--- src/rtl/stored_carry_pkg.sv ---
// Shared types and the bit-level full adder used by the stored-carry accumulator.
// A digit holds two equal-weight bits, s (bit 1) and c (bit 0).
package stored_carry_pkg;

    typedef logic [1:0] sc_digit_t;

    typedef enum logic [1:0] {
        ACCUM   = 2'd0,
        RESOLVE = 2'd1,
        OUTPUT  = 2'd2
    } sc_acc_state_t;

    // Returns {carry, sum}.
    function automatic logic [1:0] fullAdd(input logic a, input logic b, input logic cin);
        return {(a & b) | (a & cin) | (b & cin), a ^ b ^ cin};
    endfunction

endpackage

--- src/rtl/stored_carry_resolve_chunk.sv ---
// Converts CHUNK stored-carry digits plus an incoming carry into CHUNK binary bits.
// This is a plain full-adder ripple across the chunk.
module stored_carry_resolve_chunk
    import stored_carry_pkg::*;
#(
    parameter int CHUNK = 4
) (
    input  sc_digit_t [CHUNK-1:0] digits,
    input  logic                  carryIn,
    output logic      [CHUNK-1:0] sumBits,
    output logic                  carryOut
);

    logic [CHUNK:0] ripple;

    assign ripple[0] = carryIn;

    for (genvar i = 0; i < CHUNK; i++) begin : gRipple
        assign {ripple[i+1], sumBits[i]} = fullAdd(digits[i][1], digits[i][0], ripple[i]);
    end

    assign carryOut = ripple[CHUNK];

endmodule

--- src/rtl/stored_carry_accumulator.sv ---
// Streaming accumulator: operands are folded into a stored-carry register one CSA level per beat.
// The sum is then resolved CHUNK digits per cycle and held on a valid/ready output.
module stored_carry_accumulator
    import stored_carry_pkg::*;
#(
    parameter int W     = 8,
    parameter int CHUNK = 4
) (
    input  logic         clk,
    input  logic         rst,
    input  logic         in_valid,
    output logic         in_ready,
    input  logic [W-1:0] in_data,
    input  logic         in_last,
    output logic         out_valid,
    input  logic         out_ready,
    output logic [W-1:0] out_data
);

    localparam int N    = W / CHUNK;
    localparam int IDXW = (N > 1) ? $clog2(N) : 1;
    localparam logic [IDXW-1:0] LAST_IDX = IDXW'(N - 1);

    if (W % CHUNK != 0) begin : gBadChunk
        $error("stored_carry_accumulator: W must be a multiple of CHUNK");
    end

    sc_acc_state_t         state;
    sc_acc_state_t         stateNext;
    sc_digit_t [W-1:0]     acc;
    sc_digit_t [W-1:0]     accCsa;
    logic      [IDXW-1:0]  idx;
    logic                  carry;

    logic [W-1:0]          sBits;
    logic [W-1:0]          cBits;
    logic [W-1:0]          csaSum;
    logic [W-2:0]          csaCarry;

    sc_digit_t [CHUNK-1:0] chunkDigits;
    logic      [CHUNK-1:0] chunkSum;
    logic                  chunkCarry;

    // One carry-save level: the top carry is never computed, which is the mod 2^W wrap.
    for (genvar i = 0; i < W; i++) begin : gSplit
        assign sBits[i] = acc[i][1];
        assign cBits[i] = acc[i][0];
    end

    assign csaSum   = sBits ^ cBits ^ in_data;
    assign csaCarry = (sBits[W-2:0] & cBits[W-2:0])
                    | (sBits[W-2:0] & in_data[W-2:0])
                    | (cBits[W-2:0] & in_data[W-2:0]);

    for (genvar i = 0; i < W; i++) begin : gCsa
        if (i == 0) begin : gLsb
            assign accCsa[i] = {csaSum[i], 1'b0};
        end else begin : gUpper
            assign accCsa[i] = {csaSum[i], csaCarry[i-1]};
        end
    end

    assign chunkDigits = acc[int'(idx) * CHUNK +: CHUNK];

    stored_carry_resolve_chunk #(
        .CHUNK (CHUNK)
    ) u_resolve (
        .digits   (chunkDigits),
        .carryIn  (carry),
        .sumBits  (chunkSum),
        .carryOut (chunkCarry)
    );

    // NOTE: every output of a combinational block gets a default first so no path leaves it unassigned (no latch).
    always_comb begin
        stateNext = state;
        in_ready  = 1'b0;
        out_valid = 1'b0;
        case (state)
            ACCUM: begin
                in_ready = 1'b1;
                if (in_valid && in_last) stateNext = RESOLVE;
            end
            RESOLVE: begin
                if (idx == LAST_IDX) stateNext = OUTPUT;
            end
            OUTPUT: begin
                out_valid = 1'b1;
                if (out_ready) stateNext = ACCUM;
            end
            default: stateNext = ACCUM;
        endcase
    end

    // NOTE: state is updated with non-blocking assignments so every flop samples pre-edge values.
    always_ff @(posedge clk) begin
        if (rst) begin
            state    <= ACCUM;
            acc      <= '0;
            out_data <= '0;
            idx      <= '0;
            carry    <= 1'b0;
        end else begin
            state <= stateNext;
            case (state)
                ACCUM: begin
                    if (in_valid && in_ready) begin
                        acc <= accCsa;
                        if (in_last) begin
                            idx   <= '0;
                            carry <= 1'b0;
                        end
                    end
                end
                RESOLVE: begin
                    out_data[int'(idx) * CHUNK +: CHUNK] <= chunkSum;
                    carry                                <= chunkCarry;
                    idx                                  <= idx + 1'b1;
                end
                OUTPUT: begin
                    if (out_ready) acc <= '0;
                end
                default: ;
            endcase
        end
    end

endmodule

--- config.mk ---
export PLATFORM = sky130hd
export DESIGN_NAME = stored_carry_accumulator
export DESIGN_NICKNAME = d
export VERILOG_FILES = /design/src/rtl/stored_carry_pkg.sv /design/src/rtl/stored_carry_resolve_chunk.sv /design/src/rtl/stored_carry_accumulator.sv
export SDC_FILE = /design/constraint.sdc
export NUM_CORES = 1
export LEC_CHECK = 0
export CAP_MARGIN = 20
export CORE_MARGIN = 2
export CORE_UTILIZATION = 55
export DETAILED_ROUTE_END_ITERATION = 12
export DONT_BUFFER_PORTS = 1
export GPL_TIMING_DRIVEN = 0
export HOLD_SLACK_MARGIN = 0.02
export PLACE_DENSITY = 0.71
export SLEW_MARGIN = 5
export SYNTH_ARGS = -nofsm -noshare
export SYNTH_HDL_FRONTEND = slang
export SYNTH_HIERARCHICAL = 1
export SYNTH_SLANG_ARGS = --single-unit
--- constraint.sdc ---
create_clock -name clk -period 6.8 [get_ports clk]
set_clock_uncertainty 0.2 [all_clocks]
set_input_delay 1.02 -clock clk [delete_from_list [all_inputs] [get_ports clk]]
set_output_delay 1.02 -clock clk [all_outputs]
set_load 0.005 [all_outputs]
Word level (Yosys, flattened, before mapping) --
Index checks and enable logic that the tools add are counted.
Cells by class: bitwise logic cells 35, reductions and logical operators 8, multiplexer cells 14, equal/unequal tests 7, shift-type cells 4, add/sub/neg operators 2
Operators by type and width (count):
- 3-bit negation with 33-bit output | 1
- 4-bit by 33-bit variable shift with 8-bit output, first input constant | 1
- 4-bit by 33-bit variable part select with 8-bit output | 1
- 16-bit 2-to-1 mux | 2
- 16-bit case mux with 2 select lines | 1
- 7-bit AND | 3
- 8-bit by 4-bit variable part select with 4-bit output | 2
- 8-bit XOR | 2
- 7-bit OR | 2
- 1-bit AND | 12
- 2-bit != test, second input constant | 5
- 3-bit AND reduction | 3
- 8-bit bitwise mux | 1
- 1-bit OR | 8
- 1-bit XOR | 8
- 2-bit 2-to-1 mux | 3
- 2-bit case mux with 3 select lines | 1
- 1-bit 2-to-1 mux | 4
- 1-bit case mux with 2 select lines | 2
- 2-bit nonzero test | 2
- 2-bit by 1-bit equality test with 1-bit output, second input constant | 1
- 2-bit equality test, second input constant | 1
- 1-bit logical AND | 2
- 2-bit logical NOT | 1
- 1-bit adder, second input constant | 1
Word-level totals: logic and storage cells 82, output and inout port bits 10, input port bits 13, register bits after elaboration 28

Logic depth before layout (Yosys ltp) --
Gate-level depths: netlist of run 1.
depth in word-level cells 14, depth in mapped cells 12, mapped depth without buffers 11

Hierarchy --
The synthesis of run 1 kept the hierarchy.
Modules (own cells, without submodules):
- stored_carry_accumulator | instances 1, area an instance 1300.0 sq um, sequential area each 540.5 sq um, cells an instance 134
- stored_carry_resolve_chunk | instances 1, area an instance 117.6 sq um, sequential area each 0.0 sq um, cells an instance 14

Least setup slack after synthesis of run 1 --
OpenSTA, ideal clock, no wires.
path kind reg-to-reg, start reg idx, end reg out_data[3], path slack 3991 ps, data required time 6535 ps, arrival 2544 ps, setup time 65 ps, period minus slack after synthesis 2809 ps, path buffers 1, cell stages (with the launch flop) 13, cell sequence dfxtp_1 > buf_2 > mux2_2 > inv_1 > fa_1 > inv_1 > fa_1 > fa_1 > inv_1 > fa_1 > inv_1 > mux2i_1 > nor2_1
RTL lines:
- start, declared | line stored_carry_accumulator.sv:32 | logic [IDXW-1:0] idx;
- start signal, assigned | line stored_carry_accumulator.sv:118 | idx <= idx + 1'b1;
- end signal, assigned by index | line stored_carry_accumulator.sv:116 | out_data[int'(idx) * CHUNK +: CHUNK] <= chunkSum;
- end, declared | line stored_carry_accumulator.sv:17 | output logic [W-1:0] out_data

==> results of run 1 <==
-- stage by stage --
step           hold WS, ns  setup slack [ns]  instance area, µm²  utilization (%)  std cells
3_3_place_gp         0.253              3.79                1460             59.3        178
5_1_grt              0.321              3.53                1490             60.5        182
3_5_place_dp         0.268              3.76                1460             59.3        178
2_1_floorplan        0.232              3.99                1420                -        148
6_report             0.293              3.69                1490             60.5        182
4_1_cts              0.289              3.69                1490             60.5        182
-- sequential cells by signal, indices dropped and copies added, names as in the netlist --
signal	flops
carry	1
out_data	8
idx	1
acc	15
state	2
-- worst register-to-register path, cell delays in order, from the launching register on --
cell,delay [ns]
dfxtp_1,0.41
buf_2,0.26
mux2_2,0.37
inv_1,0.07
fa_1,0.17
inv_1,0.06
fa_1,0.38
fa_1,0.38
inv_1,0.09
fa_1,0.42
inv_1,0.09
mux2i_1,0.07
nor2_1,0.09
-- layer usage --
metal,vias to the layer above,track usage [%]
met1,484,27.4
met2,19,32.7
li1,498,-
met4,0,6.25
met3,4,3.28
met5,-,0
-- cell type report --
cell class / instances / area (µm²)
Buffer: 9 / 48.8
Clock buffer: 3 / 22.5
Fill cell: 221 / 970
Tap cell: 30 / 37.5
Sequential cell: 27 / 541
Clock inverter: 1 / 7.51
Inverter: 14 / 52.6
Multi-Input combinational cell: 98 / 776
-- kinds of logic (layout without fill, tap and decap cells) --
kind of cell,after synthesis,after routing,share of synthesized area [%]
simple gates,31,31,11.8
mux,16,16,12.8
buf+inv,23,27,7.15
flops,27,27,38.1
compound gates,38,38,13.9
xor+xnor,2,2,1.24
fa+ha+maj,11,11,15.0
-- cells in the final DEF (no fill, tap or decap), types with 3 or more instances in the layout --
| master | netlist | layout |
|---|---|---|
| clkbuf_4 | 0 | 3 |
| nor2_1 | 10 | 10 |
| clkbuf_1 | 4 | 4 |
| nand2_1 | 12 | 12 |
| nand2b_1 | 3 | 3 |
| a21oi_1 | 19 | 19 |
| fa_1 | 10 | 10 |
| inv_1 | 14 | 14 |
| dfxtp_1 | 27 | 27 |
| mux2i_1 | 8 | 8 |
| o21ai_0 | 15 | 15 |
| mux2_2 | 7 | 7 |
-- where the power goes --
part / internal [µW] / switching (µW)
sequential: 166 / 6.71
clock: 22.4 / 47.5
combinational: 20.3 / 25.7
-- path summary, 6_finish.rpt --
path | startpoint | end | slack [ns] | depth (start not counted)
max | idx | out_data[3] | 3.69 | 12
min reg2reg | carry | carry | 0.29 | 2
max reg2reg | idx | out_data[3] | 3.69 | 12
min | carry | carry | 0.29 | 2
==> results.yml, run 1 <==
logic_synthesis:
  synth_top_area_share_pct: 38.1
  synth_area_leader_cell: "dfxtp_1"
  yosysSeqAreaShare_pct: 38.1
  synth_edf_count: 0
  ys_top_cells_by_area: "dfxtp_1, fa_1, a21oi_1, mux2i_1, mux2_2"
  syn_nets: 172
  yosysMostFrequentCell: "dfxtp_1"
  synth_cell_types: 26
  synthCells: 148
  synth_common_cells: "dfxtp_1, a21oi_1, o21ai_0"
  yosysWarnings: 6
  async_flop_share_pct: 0
  synth_area_mm2: 0.00142
  ys.flop_type: "dfxtp_1"
  synth.avg_cell_area_um2: 9.58
  synth_seq_cells: 27
detailed_routing:
  first_pass_iters: 6
  top_layer: "met4"
  drt-met1-wl_um: 1190
  num_vias: 1005
  route.final.wire_length_um: 2670
  met2WireLength_um: 1330
  drc_errors: 0
  wl_met3_um: 124
  wl_per_cell_um: 14.7
  post_drt_via_cell_ratio: 5.52
  drt-initial-drc-count: 21
  drtAntennaViolNets: 0
timing:
  hold_violations: 0
  slew-limit-headroom_pct: 69.1
  period_needed_ns: 3.11
  setup_violations: 0
  rsz0062_at_grt: "false"
  max_freq_ghz: 0.322
  min_period_over_period_pct: 45.7
  setup_tns_ns: 0
  drv_slew: 0
  worstMarginPinSlew_ns: 0.464
setup_path:
  cp_cell_sequence: "buf_2 -> mux2_2 -> inv_1 -> fa_1 -> inv_1 -> fa_1 -> fa_1 -> inv_1 -> fa_1 -> inv_1 -> mux2i_1 -> nor2_1"
  crit_slowest_cell: "fa_1"
  critPathKind: "reg -> reg"
  cp_top_family: "adder cells"
  cp.buffers_inverters: 5
  end_kind: "flop"
  critPathArrivalTime_ns: 3.18
  critPathMaxStageDelay_ns: 0.42
  cp_max_fo: 10
  start_kind: "flop"
  worstPathRequired_ns: 6.87
layout:
  nets: 177
  final_layout_size_suffix_gt1_share_pct: 12.5
  area_growth_pct: 4.77
  antennaDiodeCount: 0
cts:
  clock-root-buffer: "clkbuf_4"
  clkTransAtPathRegs_ns: 0.15
  ctsHoldBuffers: 0
  cts_num_sinks: 27
  postCtsSetupBuffers: 0
  insertion_delay_ns: 0.32
  cts-resized-gates: 0
  htreeDepth: 1
  cts_tree: "yes"
  cts_max_path_buffers: 2
  cts_buffers: 3
grt:
  grt_max_degree: 17
  antenna_found_initial: 0
  track_usage_pct: 20.2
  grt_pass1_vias: 917
  grt_pass1_wl_um: 4230
  grt.overflow.total: 0
power:
  power_uw: 288
  p_leak_uw: 0.000593
  power_density_mw_per_mm2: 194
  ir_drop_mv: 0.128
place:
  gp_congestion: 0.808
  hpwl_um: 2030
  portBuffers: 0
floorplan:
  ios: 23
  die_h_um: 54.8
  start_util_pct: 57.7
  dieArea_mm2: 0.00300
  fp.dieW_um: 54.8
  core_area_mm2: 0.00245
  fp-row-count: 18
worst_hold_path:
  min-delay-path-class: "reg -> reg"
status:
  status: "finished clean"
run:
  cap_violations: 0
Note: power is estimated with default switching activity, not from simulation.
==> run 2, diff against run 1 <==
Settings changed: PLACE_DENSITY 0.71 to 0.74.
Clock period 6.8 ns to 2.6 ns, I/O delays scaled along.
==> run 2 against run 1 <==
Effect of this change:
- the flow now finishes with violations (setup timing)
- sequential share of layout area fell by 0.44 points
- critical path depth fell by 1
- power rose to 2.6 times the previous value
- count of clock-buffer cells in the layout rose by 1
- setup slack got worse by 3.7 ns
- routed wire length rose by 3.4%
- fmax rose by 17%
- cell count rose by 1.1%
- die area did not move
- combinational power rose to 2.8 times the previous value
- non-clock buffer count rose by 2
- global-route usage rose by 0.85 points
- critical path type unchanged
==> results.yml, run 2 (synthesis gave the netlist of run 1 again) <==
status:
  status: "finished, violations left"
  violations: "setup timing"
place:
  gp_congestion: 0.782
  hpwl_um: 2080
  portBuffers: 0
  post_dp_cell_area_mm2: 0.00147
  dp_slack_ns: -0.166
layout:
  nets: 179
  final_layout_size_suffix_gt1_share_pct: 18.2
  fillers: 213
  largest_reg_flops: 15
  layout_commonest_cell: "dfxtp_1"
  final_area_mm2: 0.00151
  antennaDiodeCount: 0
  top_register: "acc"
  area_growth_pct: 6.80
  final_cell_mix: "dfxtp_1, a21oi_1, o21ai_0"
  reg_top3: "acc (15), out_data (8), state (2)"
setup_path:
  critPathKind: "reg -> reg"
  cp_max_fo: 5
  end_kind: "flop"
  worstPathRequired_ns: 2.67
  start_kind: "flop"
  critPathArrivalTime_ns: 2.72
detailed_routing:
  drt-met1-wl_um: 1200
  wl_per_cell_um: 15.0
  drc_errors: 0
  num_vias: 1010
  wl_met3_um: 101
  first_pass_iters: 5
  drtAntennaViolNets: 0
  met2WireLength_um: 1440
  route.final.wire_length_um: 2760
  drt-initial-drc-count: 13
  post_drt_via_cell_ratio: 5.49
  top_layer: "met4"
timing:
  period_needed_ns: 2.65
  min_period_over_period_pct: 102
  max_freq_ghz: 0.377
  hold_violations: 0
  rsz0062_at_grt: "true"
  slew-limit-headroom_pct: 69.1
  setup_violations: 2
  worstMarginPinSlew_ns: 0.464
  hold_ws_ns: 0.0381
  drv_slew: 0
  worst_slack_ns: -0.0499
  setup_tns_ns: -0.0836
floorplan:
  fp-row-count: 18
  start_util_pct: 57.7
  dieArea_mm2: 0.00300
  fp.dieW_um: 54.8
  core_area_mm2: 0.00245
  die_h_um: 54.8
  ios: 23
cts:
  clkTransAtPathRegs_ns: 0.15
  htreeDepth: 1
  ctsHoldBuffers: 0
  cts_buffers: 3
  insertion_delay_ns: 0.33
  cts_max_path_buffers: 2
  cts_tree: "yes"
  clock-root-buffer: "clkbuf_4"
  cts_num_sinks: 27
grt:
  grt_pass1_vias: 1009
  track_usage_pct: 21.0
  grt.overflow.total: 0
  antenna_found_initial: 0
  grt_max_degree: 15
  grt_pass1_wl_um: 4400
power:
  ir_drop_mv: 0.424
  power_uw: 764
  power_density_mw_per_mm2: 505
  p_leak_uw: 0.000599
run:
  cap_violations: 0
worst_hold_path:
  min-delay-path-class: "in -> reg"
==> run 2: cell count changes in the layout (fill, tap and decap cells not counted), moves of 3 or more <==
cell,previous run,this run
buf_4,1,4
fa_1,10,7
fa_2,0,3
inv_1,14,10
inv_2,0,4
==> run 2: where the power goes <==
part | total, µW | internal [µW] | switching (µW)
combinational | 127 | 58.4 | 68.6
sequential | 452 | 433 | 18.5
clock | 185 | 60.2 | 125
total | 764 | 552 | 212
==> run 2: metal layers <==
layer	track usage (%)	vias up
li1	-	500
met1	25.9	491
met2	36.9	14
met3	3.28	5
met4	7.50	0
met5	0	-
==> run 2: path summary, 6_finish.rpt <==
check | to | depth (start not counted) | startpoint | slack (ns)
worst max register to register | out_data[3] | 11 | idx | -0.05
worst min register to register | carry | 2 | carry | 0.30
worst max-delay path | out_data[3] | 11 | idx | -0.05
worst min-delay path | state[0] | 2 | in_valid | 0.04
==> run 2: repair_timing <==
action                     in CTS  in global routing
gates resized for setup         1                  4
setup endpoints to repair       2                  3
buffers inserted                3                  0
==> run 2: stage by stage <==
step / util, % / std cells
2_1_floorplan: - / 148
3_3_place_gp: 59.9 / 178
3_5_place_dp: 59.9 / 178
4_1_cts: 61.9 / 185
5_1_grt: 61.7 / 184
6_report: 61.7 / 184
==> run 2: cell type report <==
type / instances / area, µm² / share of cell area [%]
multi-input cells: 98 / 787 / 52.0
flip-flops and latches: 27 / 544 / 36.0
inverters: 14 / 52.6 / 3.47
plain buffers: 8 / 43.8 / 2.89
well taps: 30 / 37.5 / 2.48
clock buffers: 4 / 26.3 / 1.74
repair buffers: 3 / 22.5 / 1.49
==> run 2: critical path, stage by stage (launching register included) <==
cell and delay, ns:
dfxtp_4 0.41, mux2_4 0.31, inv_2 0.06, fa_2 0.19, inv_2 0.04, fa_2 0.34
fa_2 0.34, inv_2 0.07, fa_1 0.41, inv_2 0.07, mux2i_1 0.06, nor2_1 0.09
